<file path="config.mk">
export PLATFORM = sky130hd
export DESIGN_NAME = uart_tx_mmio
export DESIGN_NICKNAME = d
export VERILOG_FILES = /design/src/rtl/uart_tx_mmio.sv
export SDC_FILE = /design/constraint.sdc
export NUM_CORES = 1
export LEC_CHECK = 0
export CORE_AREA = 2 2 119 167
export DETAILED_ROUTE_END_ITERATION = 8
export DIE_AREA = 0 0 121 169
export PLACE_DENSITY_LB_ADDON = 0.1
export SKIP_CTS_REPAIR_TIMING = 1
export SYNTH_ARGS = -nofsm -noshare
export SYNTH_HDL_FRONTEND = slang
export SYNTH_SLANG_ARGS = --single-unit
export TNS_END_PERCENT = 20
</file>
<file path="constraint.sdc">
create_clock -name clk -period 2.9 [get_ports clk]
set_input_delay 0.725 -clock clk [delete_from_list [all_inputs] [get_ports clk]]
set_output_delay 0.725 -clock clk [all_outputs]
set_load 0.05 [all_outputs]
</file>
<file path="src/rtl/uart_tx_mmio.sv">
// Memory-mapped UART transmitter: 16-byte register window, byte FIFO, 8N1 serialiser.
// Define UART_TX_PARITY_EN to insert an even-parity bit before stop (11-bit frames).
`timescale 1ns/1ps
module uart_tx_mmio #(
  parameter logic [31:0] BASE_ADDR  = 32'h0000_1000,
  parameter int          CLK_DIV    = 16,
  parameter int          FIFO_DEPTH = 8
) (
  input  logic        clk,
  input  logic        rst,
  input  logic [31:0] addr,
  input  logic [31:0] din,
  input  logic        write_en,
  output logic [31:0] dout,
  output logic        tx
);

  localparam int AW = $clog2(FIFO_DEPTH);
  localparam int CW = AW + 1;
  localparam logic [AW-1:0] PTR_ONE = AW'(1);
  localparam logic [CW-1:0] CNT_ONE = CW'(1);
  localparam logic [CW-1:0] DEPTH_C = CW'(FIFO_DEPTH);
  localparam logic [15:0]   DIV_RST = 16'(CLK_DIV);

`ifdef UART_TX_PARITY_EN
  localparam logic PAR_FLAG = 1'b1;
  typedef enum logic [2:0] {ST_IDLE, ST_START, ST_DATA, ST_PARITY, ST_STOP} state_t;
`else
  localparam logic PAR_FLAG = 1'b0;
  typedef enum logic [2:0] {ST_IDLE, ST_START, ST_DATA, ST_STOP} state_t;
`endif

`ifdef UART_TX_PARITY_EN
  function automatic logic even_parity(input logic [7:0] data);
    return ^data;
  endfunction
`endif

  logic          hit_s;
  logic [1:0]    sel_s;
  logic          wr_data_s, wr_stat_s, wr_div_s;
  logic          push_s, drop_s, pop_s;
  logic          full_s, empty_s, busy_s;
  logic [3:0]    cnt4_s;
  logic [31:0]   read_val_s;
  logic          unused_s;

  logic [7:0]    mem_r [FIFO_DEPTH];
  logic [AW-1:0] wr_ptr_r, rd_ptr_r;
  logic [CW-1:0] count_r;
  logic          ovf_r;
  logic [15:0]   divisor_r;

  state_t        state_r, state_n;
  logic [15:0]   cnt_r, cnt_n;
  logic [2:0]    idx_r, idx_n;
  logic [7:0]    shift_r, shift_n;
  logic [15:0]   frame_div_r, frame_div_n;
  logic          tx_n;
  logic          bit_end_s;
`ifdef UART_TX_PARITY_EN
  logic          parity_r, parity_n;
`endif

  assign hit_s    = (addr[31:4] == BASE_ADDR[31:4]);
  assign sel_s    = addr[3:2];
  assign unused_s = ^{addr[1:0], din[31:16]};
  assign full_s   = (count_r == DEPTH_C);
  assign empty_s  = (count_r == {CW{1'b0}});
  assign busy_s   = (state_r != ST_IDLE);
  assign cnt4_s   = 4'(count_r);
  assign push_s   = wr_data_s && !full_s;
  assign drop_s   = wr_data_s && full_s;
  assign bit_end_s = (cnt_r == (frame_div_r - 16'd1));

  // Register-select decode of bus writes
  always_comb begin
    wr_data_s = 1'b0;
    wr_stat_s = 1'b0;
    wr_div_s  = 1'b0;
    if (write_en && hit_s) begin
      case (sel_s)
        2'd0:    wr_data_s = 1'b1;
        2'd1:    wr_stat_s = 1'b1;
        2'd2:    wr_div_s  = 1'b1;
        default: wr_data_s = 1'b0;
      endcase
    end else begin
      wr_data_s = 1'b0;
    end
  end

  // Read mux; register values are pre-write, so a write cycle returns the old contents
  always_comb begin
    read_val_s = 32'd0;
    case (sel_s)
      2'd1:    read_val_s = {20'd0, cnt4_s, 3'd0, PAR_FLAG, ovf_r, empty_s, full_s, busy_s};
      2'd2:    read_val_s = {16'd0, divisor_r};
      default: read_val_s = 32'd0;
    endcase
  end

  // Registered read data, zero on a window miss so slaves can be OR-ed
  always_ff @(posedge clk or negedge rst) begin
    if (!rst) begin
      dout <= 32'd0;
    end else begin
      dout <= hit_s ? read_val_s : 32'd0;
    end
  end

  // FIFO storage (contents are don't-care while empty, so no reset)
  always_ff @(posedge clk) begin
    if (push_s) begin
      mem_r[wr_ptr_r] <= din[7:0];
    end
  end

  // FIFO pointers and occupancy
  always_ff @(posedge clk or negedge rst) begin
    if (!rst) begin
      wr_ptr_r <= {AW{1'b0}};
      rd_ptr_r <= {AW{1'b0}};
      count_r  <= {CW{1'b0}};
    end else begin
      if (push_s) wr_ptr_r <= wr_ptr_r + PTR_ONE;
      if (pop_s)  rd_ptr_r <= rd_ptr_r + PTR_ONE;
      case ({push_s, pop_s})
        2'b10:   count_r <= count_r + CNT_ONE;
        2'b01:   count_r <= count_r - CNT_ONE;
        default: count_r <= count_r;
      endcase
    end
  end

  // Sticky overflow flag and divisor register
  always_ff @(posedge clk or negedge rst) begin
    if (!rst) begin
      ovf_r     <= 1'b0;
      divisor_r <= DIV_RST;
    end else begin
      if (drop_s) begin
        ovf_r <= 1'b1;
      end else if (wr_stat_s && din[3]) begin
        ovf_r <= 1'b0;
      end
      if (wr_div_s) begin
        divisor_r <= (din[15:0] < 16'd2) ? 16'd2 : din[15:0];
      end
    end
  end

  // Serialiser next state; tx is computed for the next state so it is a clean register output
  always_comb begin
    state_n     = state_r;
    cnt_n       = cnt_r;
    idx_n       = idx_r;
    shift_n     = shift_r;
    frame_div_n = frame_div_r;
    tx_n        = 1'b1;
    pop_s       = 1'b0;
`ifdef UART_TX_PARITY_EN
    parity_n    = parity_r;
`endif
    case (state_r)
      ST_IDLE: begin
        if (!empty_s) begin
          pop_s       = 1'b1;
          state_n     = ST_START;
          shift_n     = mem_r[rd_ptr_r];
          frame_div_n = divisor_r;
          cnt_n       = 16'd0;
          tx_n        = 1'b0;
`ifdef UART_TX_PARITY_EN
          parity_n    = even_parity(mem_r[rd_ptr_r]);
`endif
        end else begin
          tx_n = 1'b1;
        end
      end
      ST_START: begin
        if (bit_end_s) begin
          state_n = ST_DATA;
          cnt_n   = 16'd0;
          idx_n   = 3'd0;
          tx_n    = shift_r[0];
        end else begin
          cnt_n = cnt_r + 16'd1;
          tx_n  = 1'b0;
        end
      end
      ST_DATA: begin
        if (bit_end_s) begin
          cnt_n = 16'd0;
          if (idx_r == 3'd7) begin
`ifdef UART_TX_PARITY_EN
            state_n = ST_PARITY;
            tx_n    = parity_r;
`else
            state_n = ST_STOP;
            tx_n    = 1'b1;
`endif
          end else begin
            idx_n   = idx_r + 3'd1;
            shift_n = {1'b0, shift_r[7:1]};
            tx_n    = shift_r[1];
          end
        end else begin
          cnt_n = cnt_r + 16'd1;
          tx_n  = shift_r[0];
        end
      end
`ifdef UART_TX_PARITY_EN
      ST_PARITY: begin
        if (bit_end_s) begin
          state_n = ST_STOP;
          cnt_n   = 16'd0;
          tx_n    = 1'b1;
        end else begin
          cnt_n = cnt_r + 16'd1;
          tx_n  = parity_r;
        end
      end
`endif
      ST_STOP: begin
        if (bit_end_s) begin
          state_n = ST_IDLE;
          cnt_n   = 16'd0;
        end else begin
          cnt_n = cnt_r + 16'd1;
        end
        tx_n = 1'b1;
      end
      default: begin
        state_n = ST_IDLE;
        cnt_n   = 16'd0;
        tx_n    = 1'b1;
      end
    endcase
  end

  // Serialiser state register; reset forces the line idle immediately
  always_ff @(posedge clk or negedge rst) begin
    if (!rst) begin
      state_r     <= ST_IDLE;
      cnt_r       <= 16'd0;
      idx_r       <= 3'd0;
      shift_r     <= 8'd0;
      frame_div_r <= DIV_RST;
      tx          <= 1'b1;
`ifdef UART_TX_PARITY_EN
      parity_r    <= 1'b0;
`endif
    end else begin
      state_r     <= state_n;
      cnt_r       <= cnt_n;
      idx_r       <= idx_n;
      shift_r     <= shift_n;
      frame_div_r <= frame_div_n;
      tx          <= tx_n;
`ifdef UART_TX_PARITY_EN
      parity_r    <= parity_n;
`endif
    end
  end

endmodule

</file>
==> metrics, run 1 <==
outcome=finished clean; Synth area leader=dfrtp_1; DP Wirelength=about 13,000 µm; VDD IR max=around 0.45 mV; PortBufs=65; initial antenna violation count=0; XOR/XNOR Fraction of Synth Area=under 10%; Rel. slew slack=about 43%; Ant. Diodes=0; GR Overflow Total=0; hold crit path type=input pin to asynchronous set/reset pin; largest family of logic cells by synthesized area=simple AND/OR/NAND/NOR gates; Remaining DRCs=0; Fmax=between 300 and 400 MHz; period utilisation layout=between 90% and 100%; Synth area leaders=dfrtp_1 29%, edfxtp_1 26%, mux4_2 4.8%; Routed WL per cell=17.4 µm; Post-Place Worst Slack=-489 ps; Hold Vio Cnt, Final=0; CP Data Required Time=3230 ps; warnings from Yosys=0; Worst Slack Setup Final=110 ps; post-synthesis sequential area ratio=a little under three fifths; most common cell in the netlist=dfrtp_1; largest net degree at the start of global routing=38; cell internal power dissipation=around 3700 µW; synth cell count leaders=86 x dfrtp_1, 74 x nand2_1, 64 x edfxtp_1; I/O pins=100; Max Cap Violations=0; Mean Syn Cell Area=about 12 µm²; adder-cell share of the synthesized area=~3.3%; GP Congestion=around 0.80; final antenna-violating net count=0; Worst-Skew Late Latency=between 400 and 500 ps; pwr dens=499 nW/µm²; DR vias/cell=5.30; post-synth top area share=28.8%; sequential share of power=roughly 48%; CTS tree=done; Final Max Slew Viols=0; Pre-antenna DRT Iters=7; overall die area=between 20,000 and 25,000 µm²; mapped cell area=between 7000 and 8000 µm²; switching share of power=22.9%; CP Max Fanout=8; compound-gate portion of the synthesized area=9.70%; sequence of cells on the critical path=or4_4 -> buf_4 -> or3_1 -> and3b_1 -> o21ai_1 -> a2111oi_4 -> buf_4 -> nand3_4 -> nor2_2 -> buf_6 -> a311oi_2; Critical Path Max Stage Delay=roughly 580 ps; EDFF count, synth=64; Layout Nets=about 840; critical path's slowest cell=or4_4; kind of critical path=flip-flop to flip-flop; Initial Utilization=39.4%; Worst setup SP type=flip-flop; Simple-Gate Fraction of Synth Area=around 15%; gr usage total=17.9%; Pwr Total=approximately 4800 µW; Top FF cell, synth=dfrtp_1; die height=about 170 µm; CTS H-tree lvls=4; Yosys reg bits=153; count of cell types in the netlist=68; row count=60; root buf cell=clkbuf_16; share of total power in the clock network=about half; Post-Synthesis Cells=between 600 and 700; cell mode on critical path=buf_4; combinational share of power=4.4%; endpoints failing setup=0; FFs w/ async S/R, synth=between 50% and 60%; Layout area overhead=27.8%; critical path arrival=roughly 3100 ps; cts bufs inserted=17; mux contribution to synthesized area=8.95%; clock transition at the registers of the reported paths=about 70 ps; leakage power=between 0.004 and 0.005 µW; Final Util=between 50% and 60%; Psw=approximately 1100 µW; clk buf depth=2; Final Skew=14.4 ps; die width=between 100 and 150 µm; post-layout min period=2790 ps; CP Capture Type=flip-flop; RSZ-0062 raised after global routing=true; drt first-iter violations=between 400 and 500; via count=roughly 5,400; vias in the first global route=5,445; Routed Wire Length=~18,000 µm; global-route wire length before repair=between 20,000 and 30,000 µm; TritonCTS sink count=~150; layout cells sized above 1=approximately a quarter; Core Box Area=roughly 19,000 µm²; Worst Tran Pin Value=roughly 850 ps
-- state kept, by name, summed over array words and instances (netlist names) --
name,flops
cnt_r,16
ovf_r,1
wr_ptr_r,3
frame_div_r,16
tx,1
rd_ptr_r,3
idx_r,3
cnt4_s,4
dout,16
shift_r,8
mem_r,64
state_r,2
divisor_r,16
-- worst max-delay path: cells and delay by family (launching register included) --
kind | cells | cell delay [ps]
AND/OR/NAND/NOR | 5 | 1220
AO/OA/AOI/OAI | 3 | 560
buffers and inverters | 3 | 520
flip-flops | 1 | 400
-- area by class of cell --
class                   instances  area (µm²)
flip-flops and latches        153        4150
multi-input cells             417        3180
well taps                     248         310
fillers                      1723        9430
repair buffers                130        1190
clock buffers                  18         439
inverters                      32         120
clock inverters                14         174
-- power by group through the flow --
stage,logic (µW),clock network (µW),registers (µW)
6_report,210,2290,2270
5_1_grt,227,2440,2270
2_1_floorplan,91.9,0,2310
4_1_cts,211,2350,2270
3_3_place_gp,207,0,2310
3_5_place_dp,211,0,2310
-- per-layer routing --
metal,up-vias,part of all wire (%),GRT usage (%)
met5,-,0,0
met4,0,1.3,7.13
met3,14,4.3,3.61
met2,126,54,31.8
met1,2686,40,21.0
li1,2533,-,-
-- final timing paths --
kind	from	endpoint	slack, ps	cells past startpoint
setup reg to reg	frame_div_r[1]$_DFFE_PN0P_	shift_r[4]$_DFFE_PN0P_	110	11
max in group asynchronous	rst	tx$_DFF_PN1_	1880	2
hold / removal	rst	idx_r[2]$_DFFE_PN0P_	280	1
hold reg to reg	divisor_r[4]$_DFFE_PN1P_	frame_div_r[4]$_DFFE_PN1P_	490	2
min in group clk	divisor_r[4]$_DFFE_PN1P_	frame_div_r[4]$_DFFE_PN1P_	490	2
setup / recovery	frame_div_r[1]$_DFFE_PN0P_	shift_r[4]$_DFFE_PN0P_	110	11
-- placed cells by master (no fill, tap or decap), drive strengths merged, types with 20 or more instances in the layout --
cell,count
nand2,74
mux2,23
clkdlybuf4s50,61
nor2,40
a31oi,26
edfxtp,64
nand3,25
buf,66
inv,42
o21ai,20
dfrtp,86
-- through the flow --
| stage | TNS, ps | instances | instance area, µm² | hold WS, ps |
|---|---|---|---|---|
| finish | 0 | 1012 | 9560 | 277 |
| global route | -91.2 | 1012 | 9560 | 304 |
| CTS | -509 | 1005 | 9360 | 284 |
| detailed placement | -7640 | 973 | 8740 | 468 |
| global placement | -5400 | 973 | 8740 | 466 |
| floorplan | 0 | 651 | 7570 | 429 |
-- cell families (layout without fill, tap and decap cells) --
family	count (synthesis)	after routing
compound gates	99	99
xor+xnor	24	24
fa+ha+maj	19	19
buf+inv	82	194
flops	153	153
mux	44	44
other cells	1	16
simple gates	214	215
Note: power is estimated with default switching activity, not from simulation.
==> run 2, diff against run 1 <==
--- a/config.mk
+++ b/config.mk
@@ -6,6 +6,7 @@
 export NUM_CORES = 1
 export LEC_CHECK = 0
 export CORE_AREA = 2 2 119 167
+export CTS_BUF_LIST = sky130_fd_sc_hd__clkbuf_16
 export DETAILED_ROUTE_END_ITERATION = 8
 export DIE_AREA = 0 0 121 169
 export PLACE_DENSITY_LB_ADDON = 0.1
==> run 2 against run 1 <==
Against the previous run:
- sequential power about the same
- final cell count is the same
- clock-buffer cell count fell by 1
- via count about the same
- utilization decreased by 0.053 points
- sequential share of layout area barely moved
- total power decreased by 0.65%
- die area unchanged
- worst setup slack worse by 2.3 ps
- first-iteration DRC count decreased by 1.2%
- routed wire length shrank 0.22%
- non-clock buffer count is the same
- largest cell class unchanged
==> metrics, run 2 (synthesized netlist as in run 1, its figures left out) <==
cell mode on critical path=buf_4; clock transition at the registers of the reported paths=70 ps (about the same); clk buf depth=2 (unchanged); row count=60 (unchanged); fin area=9550 µm² (-0.10%); GR Overflow Total=0 (unchanged); largest net degree at the start of global routing=38 (unchanged); pwr dens=497 nW/µm² (-0.55%); critical path's slowest cell=or4_4; Ant. Diodes=0 (unchanged); leakage power=0.00401 µW (-0.14%); FF/Latch Area=4150 µm² (unchanged); sequential share of power=47.9% (+0.3 points); initial antenna violation count=0 (unchanged); Routed WL per cell=17.3 µm (-0.22%); VDD IR max=0.449 mV (-0.12%); Worst Tran Pin Value=850 ps (-4.04 ps); period utilisation layout=96.3% (about the same); switching share of power=22.9% (+0.054 points); outcome=finished clean; via count=5,360 (+0.019%); die width=121 µm (unchanged); Worst-Skew Late Latency=430 ps (about the same); Largest register FFs=64 (unchanged); Rel. slew slack=43.3% (+0.27 points); layout cells sized above 1=23.6% (-0.13 points); root buf cell=clkbuf_16; Core Box Area=19,000 µm² (unchanged); Final Max Slew Viols=0 (unchanged); Layout Nets=837 (unchanged); Layout area overhead=27.7%; GP Congestion=0.797 (unchanged); TritonCTS sink count=153 (unchanged); Fmax=358 MHz (about the same); cts bufs inserted=17 (unchanged); Remaining DRCs=0 (unchanged); footprint of the multi-input gates=3180 µm² (unchanged); RSZ-0062 raised after global routing=true; Hold Vio Cnt, Final=0 (unchanged); Max Cap Violations=0 (unchanged); commonest non-fill, non-tap cell in the layout=dfrtp_1; most flop-heavy register=mem_r; DR vias/cell=5.30 (about the same); hold crit path type=input pin to asynchronous set/reset pin; PortBufs=65 (unchanged); CP Data Required Time=3220 ps (about the same); share of total power in the clock network=47.7% (-0.4 points); I/O pins=100 (unchanged); post-layout min period=2790 ps (+2.32 ps); drt first-iter violations=428 (-1.2%); vias in the first global route=5,445 (unchanged); gr usage total=17.9% (unchanged); Final Skew=15.3 ps (+0.966 ps); combinational share of power=4.4% (about the same); global-route wire length before repair=28,200 µm (unchanged); critical path arrival=3120 ps (about the same); final antenna-violating net count=0 (unchanged); Worst setup SP type=flip-flop; CTS H-tree lvls=4 (unchanged); die height=169 µm (unchanged); DP Wirelength=12,600 µm (unchanged); Routed Wire Length=17,600 µm (-0.22%); kind of critical path=flip-flop to flip-flop; CTS tree=done; Cell Area, Placed=8740 µm² (unchanged); Psw=1090 µW (-0.42%); Layout fillers=1,722 (-0.058%); sequence of cells on the critical path=or4_4 -> buf_4 -> or3_1 -> and3b_1 -> o21ai_1 -> a2111oi_4 -> buf_4 -> nand3_4 -> nor2_2 -> buf_6 -> a311oi_2; CP Max Fanout=8 (unchanged); CP Capture Type=flip-flop; overall die area=20,400 µm² (unchanged); cell internal power dissipation=3660 µW (-0.72%); Critical Path Max Stage Delay=580 ps (about the same); Pre-antenna DRT Iters=6 (-1); setup TNS=0 ps (unchanged); most frequent cells in the layout=86 x dfrtp_1, 73 x nand2_1, 64 x edfxtp_1; endpoints failing setup=0 (unchanged); Initial Utilization=39.4% (unchanged)
==> run 2: changes by cell type in the layout (fill, tap and decap cells not counted), sizes merged <==
cell	delta
clkinv	+1
clkbuf	-1
==> run 2: final timing paths <==
| kind | start | endpoint | slack [ps] | depth (start not counted) |
|---|---|---|---|---|
| min reg2reg | divisor_r[4]$_DFFE_PN1P_ | frame_div_r[4]$_DFFE_PN1P_ | 490 | 2 |
| min | rst | wr_ptr_r[2]$_DFFE_PN0P_ | 280 | 1 |
| min in group clk | divisor_r[4]$_DFFE_PN1P_ | frame_div_r[4]$_DFFE_PN1P_ | 490 | 2 |
| max in group asynchronous | rst | tx$_DFF_PN1_ | 1880 | 2 |
| max reg2reg | frame_div_r[1]$_DFFE_PN0P_ | shift_r[4]$_DFFE_PN0P_ | 110 | 11 |
| max | frame_div_r[1]$_DFFE_PN0P_ | shift_r[4]$_DFFE_PN0P_ | 110 | 11 |
==> run 2: per-layer routing <==
metal | wire, µm | share of wire [%] | track usage [%] | vias to the layer above
li1 | - | - | - | 2533
met1 | 7010 | 40 | 21.0 | 2680
met2 | 9530 | 54 | 31.8 | 133
met3 | 771 | 4.4 | 3.61 | 14
met4 | 235 | 1.3 | 7.13 | 0
met5 | 0 | 0 | 0 | -
==> run 2: layout make-up <==
cell class | count | share of cell area [%]
Clock buffer | 17 | 4.45
Clock inverter | 15 | 1.86
Sequential cell | 153 | 43.5
Inverter | 32 | 1.26
Multi-Input combinational cell | 417 | 33.3
Tap cell | 248 | 3.25
Timing Repair Buffer | 130 | 12.4
==> run 2: worst max-delay path: cells and delay by family, from the launching register on <==
kind | cells | cell delay (ps)
buffers and inverters | 3 | 520
AOI/OAI and AO/OA | 3 | 560
and+or+nand+nor | 5 | 1220
DFF | 1 | 400
==> run 2: power by group through the flow <==
stage / logic, µW / registers, µW / clock network, µW
2_1_floorplan: 91.9 / 2310 / 0
3_3_place_gp: 207 / 2310 / 0
3_5_place_dp: 211 / 2310 / 0
4_1_cts: 211 / 2270 / 2320
5_1_grt: 227 / 2270 / 2410
6_report: 210 / 2270 / 2260
==> run 2: metrics by stage <==
stage / power, µW / setup WS, ps / hold slack (ps) / util (%) / cells
4_1_cts: 4800 / -107 / 284 / 49.2 / 1005
2_1_floorplan: 2410 / 1.45 / 429 / - / 651
3_5_place_dp: 2520 / -489 / 468 / 46.0 / 973
6_report: 4740 / 108 / 279 / 50.3 / 1012
3_3_place_gp: 2520 / -451 / 466 / 46.0 / 973
5_1_grt: 4900 / -30.4 / 304 / 50.3 / 1012
==> run 3, diff against run 2 <==
--- a/config.mk
+++ b/config.mk
@@ -9,7 +9,7 @@
 export CTS_BUF_LIST = sky130_fd_sc_hd__clkbuf_16
 export DETAILED_ROUTE_END_ITERATION = 8
 export DIE_AREA = 0 0 121 169
-export PLACE_DENSITY_LB_ADDON = 0.1
+export PLACE_DENSITY = 0.67
 export SKIP_CTS_REPAIR_TIMING = 1
 export SYNTH_ARGS = -nofsm -noshare
 export SYNTH_HDL_FRONTEND = slang
==> constraint.sdc (replaced) <==
create_clock -name clk -period 3.5 [get_ports clk]
set_input_delay 0.875 -clock clk [delete_from_list [all_inputs] [get_ports clk]]
set_output_delay 0.875 -clock clk [all_outputs]
set_load 0.05 [all_outputs]
==> run 3 against run 2 <==
Against the previous run:
- routed wire length shrank 4.4%
- clock skew down 4.5 ps
- non-clock buffer count decreased by 40
- utilization shrank 2.9 points
- total power decreased by 18%
- die area is the same
- global-route usage fell by 0.82 points
- worst setup slack better by 210 ps
==> metrics, run 3 (synthesized netlist as in run 1, its figures left out) <==
overall die area=20,400 µm² (unchanged); DP Wirelength=11,900 µm (-5.3%); via count=5,169 (-3.6%); Final Max Slew Viols=0 (unchanged); global-route wire length before repair=27,300 µm (-3.1%); final antenna-violating net count=0 (unchanged); Routed Wire Length=16,800 µm (-4.4%); most frequent cells in the layout=86 x dfrtp_1, 74 x nand2_1, 64 x clkdlybuf4s50_1, 64 x edfxtp_1, 39 x nor2_1; CTS H-tree lvls=4 (unchanged); gr usage total=17.1% (-0.82 points); share of total power in the clock network=47.5% (-0.2 points); PortBufs=65 (unchanged); VDD IR max=0.260 mV (-42%); hold crit path type=input pin to asynchronous set/reset pin; FF/Latch Area=4150 µm² (unchanged); Worst-Skew Late Latency=420 ps (about the same); Layout area overhead=20.4%; initial antenna violation count=0 (unchanged); GR Overflow Total=0 (unchanged); pwr dens=431 nW/µm² (-13%); Pre-antenna DRT Iters=4 (-2); root buf cell=clkbuf_16; Worst Tran Pin Value=937 ps (+87.7 ps); GP Congestion=0.845 (+6.0%); sequential share of power=48.4% (+0.5 points); RSZ-0062 raised after global routing=false; DR vias/cell=5.32 (+0.51%); Largest register FFs=64 (unchanged); Routed WL per cell=17.3 µm (-0.37%); Final Util=47.4% (-2.9 points); M2 GR Usage=31.3% (-0.54 points); switching share of power=22.6% (-0.38 points); M3 GR Usage=3.30% (-0.30 points); commonest non-fill, non-tap cell in the layout=dfrtp_1; slack of the worst reg-to-reg path=320 ps (+210 ps); leakage power=0.00375 µW (-6.6%); kind of critical path=flip-flop to flip-flop; endpoints failing setup=0 (unchanged); Critical Path Max Stage Delay=690 ps (+110 ps); CP Max Fanout=29 (+21); die height=169 µm (unchanged); CP Capture Type=flip-flop; Hold Vio Cnt, Final=0 (unchanged); drt first-iter violations=232 (-46%); Initial Utilization=39.4% (unchanged); Rel. slew slack=37.5% (-5.8 points); post-layout min period=3180 ps (+388 ps); most flop-heavy register=mem_r; Max Cap Violations=0 (unchanged); met1 Use GR=19.2% (-1.8 points); worst hold slack=454 ps (+174 ps); period utilisation layout=90.9% (-5.4 points); Pwr Total=3890 µW (-18%); CTS tree=done; Layout Nets=796 (-4.9%); cell internal power dissipation=3010 µW (-18%); Remaining DRCs=0 (unchanged); I/O pins=100 (unchanged); TritonCTS sink count=153 (unchanged); Psw=876 µW (-19%); cts bufs inserted=17 (unchanged); die width=121 µm (unchanged); Layout fillers=1,683 (-2.3%); largest net degree at the start of global routing=47 (+24%); footprint of the multi-input gates=3000 µm² (-5.7%); layout cells sized above 1=14.9% (-8.6 points); row count=60 (unchanged); clk buf depth=2 (unchanged); Core Box Area=19,000 µm² (unchanged); critical path arrival=3470 ps (+350 ps); clock transition at the registers of the reported paths=60 ps (about the same); Ant. Diodes=0 (unchanged); most used routing layer=met2; setup TNS=0 ps (unchanged); critical path's slowest cell=or4_1; sequence of cells on the critical path=or4_1 -> nor3_4 -> nand3_1 -> xnor2_1 -> a2111oi_4 -> nand3_4 -> buf_4 -> o21a_1 -> o32a_1; outcome=finished clean; vias in the first global route=5,472 (+0.50%); delay-heaviest family, CP=simple AND/OR/NAND/NOR gates; CP Data Required Time=3790 ps (+570 ps); Worst setup SP type=flip-flop; combinational share of power=4.1% (-0.3 points); Final Skew=10.8 ps (-4.53 ps); Fmax=314 MHz (-12%); Bufs and invs on worst path=1 (-2)
-- run 3: cell type report --
cell class | count | share of cell area (%)
flip-flops and latches | 153 | 46.1
clock buffers | 17 | 4.72
repair buffers | 90 | 9.28
multi-input cells | 416 | 33.3
clock inverters | 15 | 1.85
well taps | 248 | 3.44
inverters | 32 | 1.33
-- run 3: final timing paths --
path / from / endpoint / cells after the start
worst max-delay path: frame_div_r[0]$_DFFE_PN0P_ / state_r[0]$_DFFE_PN0P_ / 9
worst max register to register: frame_div_r[0]$_DFFE_PN0P_ / state_r[0]$_DFFE_PN0P_ / 9
min in group clk: divisor_r[4]$_DFFE_PN1P_ / frame_div_r[4]$_DFFE_PN1P_ / 2
worst min register to register: divisor_r[4]$_DFFE_PN1P_ / frame_div_r[4]$_DFFE_PN1P_ / 2
worst min-delay path: rst / cnt_r[0]$_DFFE_PN0N_ / 1
max in group asynchronous: rst / tx$_DFF_PN1_ / 2
-- run 3: layer usage --
| layer | routed length (µm) | up-vias |
|---|---|---|
| met5 | 0 | - |
| met4 | 411 | 0 |
| met3 | 464 | 34 |
| met2 | 9230 | 111 |
| met1 | 6670 | 2583 |
| li1 | - | 2441 |
-- run 3: worst reg2reg max path, delay by kind of cell, from the launching register on --
kind | cells | cell delay, ps
AOI/OAI and AO/OA | 3 | 820
xor gates and xnor gates | 1 | 210
buffers and inverters | 1 | 290
DFF | 1 | 420
and+or+nand+nor | 4 | 1320
-- run 3: metrics by stage --
stage	worst slack [ps]	std cells	cell area (µm²)
2_1_floorplan	332	651	7540
3_3_place_gp	-22.1	939	8420
3_5_place_dp	-42.3	939	8420
4_1_cts	322	971	9010
5_1_grt	140	971	9010
6_report	320	971	9010
-- run 3: power groups by stage --
stage	sequential, µW	combinational [µW]	clock (µW)
3_3_place_gp	1920	156	0
6_report	1880	159	1840
5_1_grt	1880	173	1960
3_5_place_dp	1920	160	0
2_1_floorplan	1920	75.3	0
4_1_cts	1880	161	1880
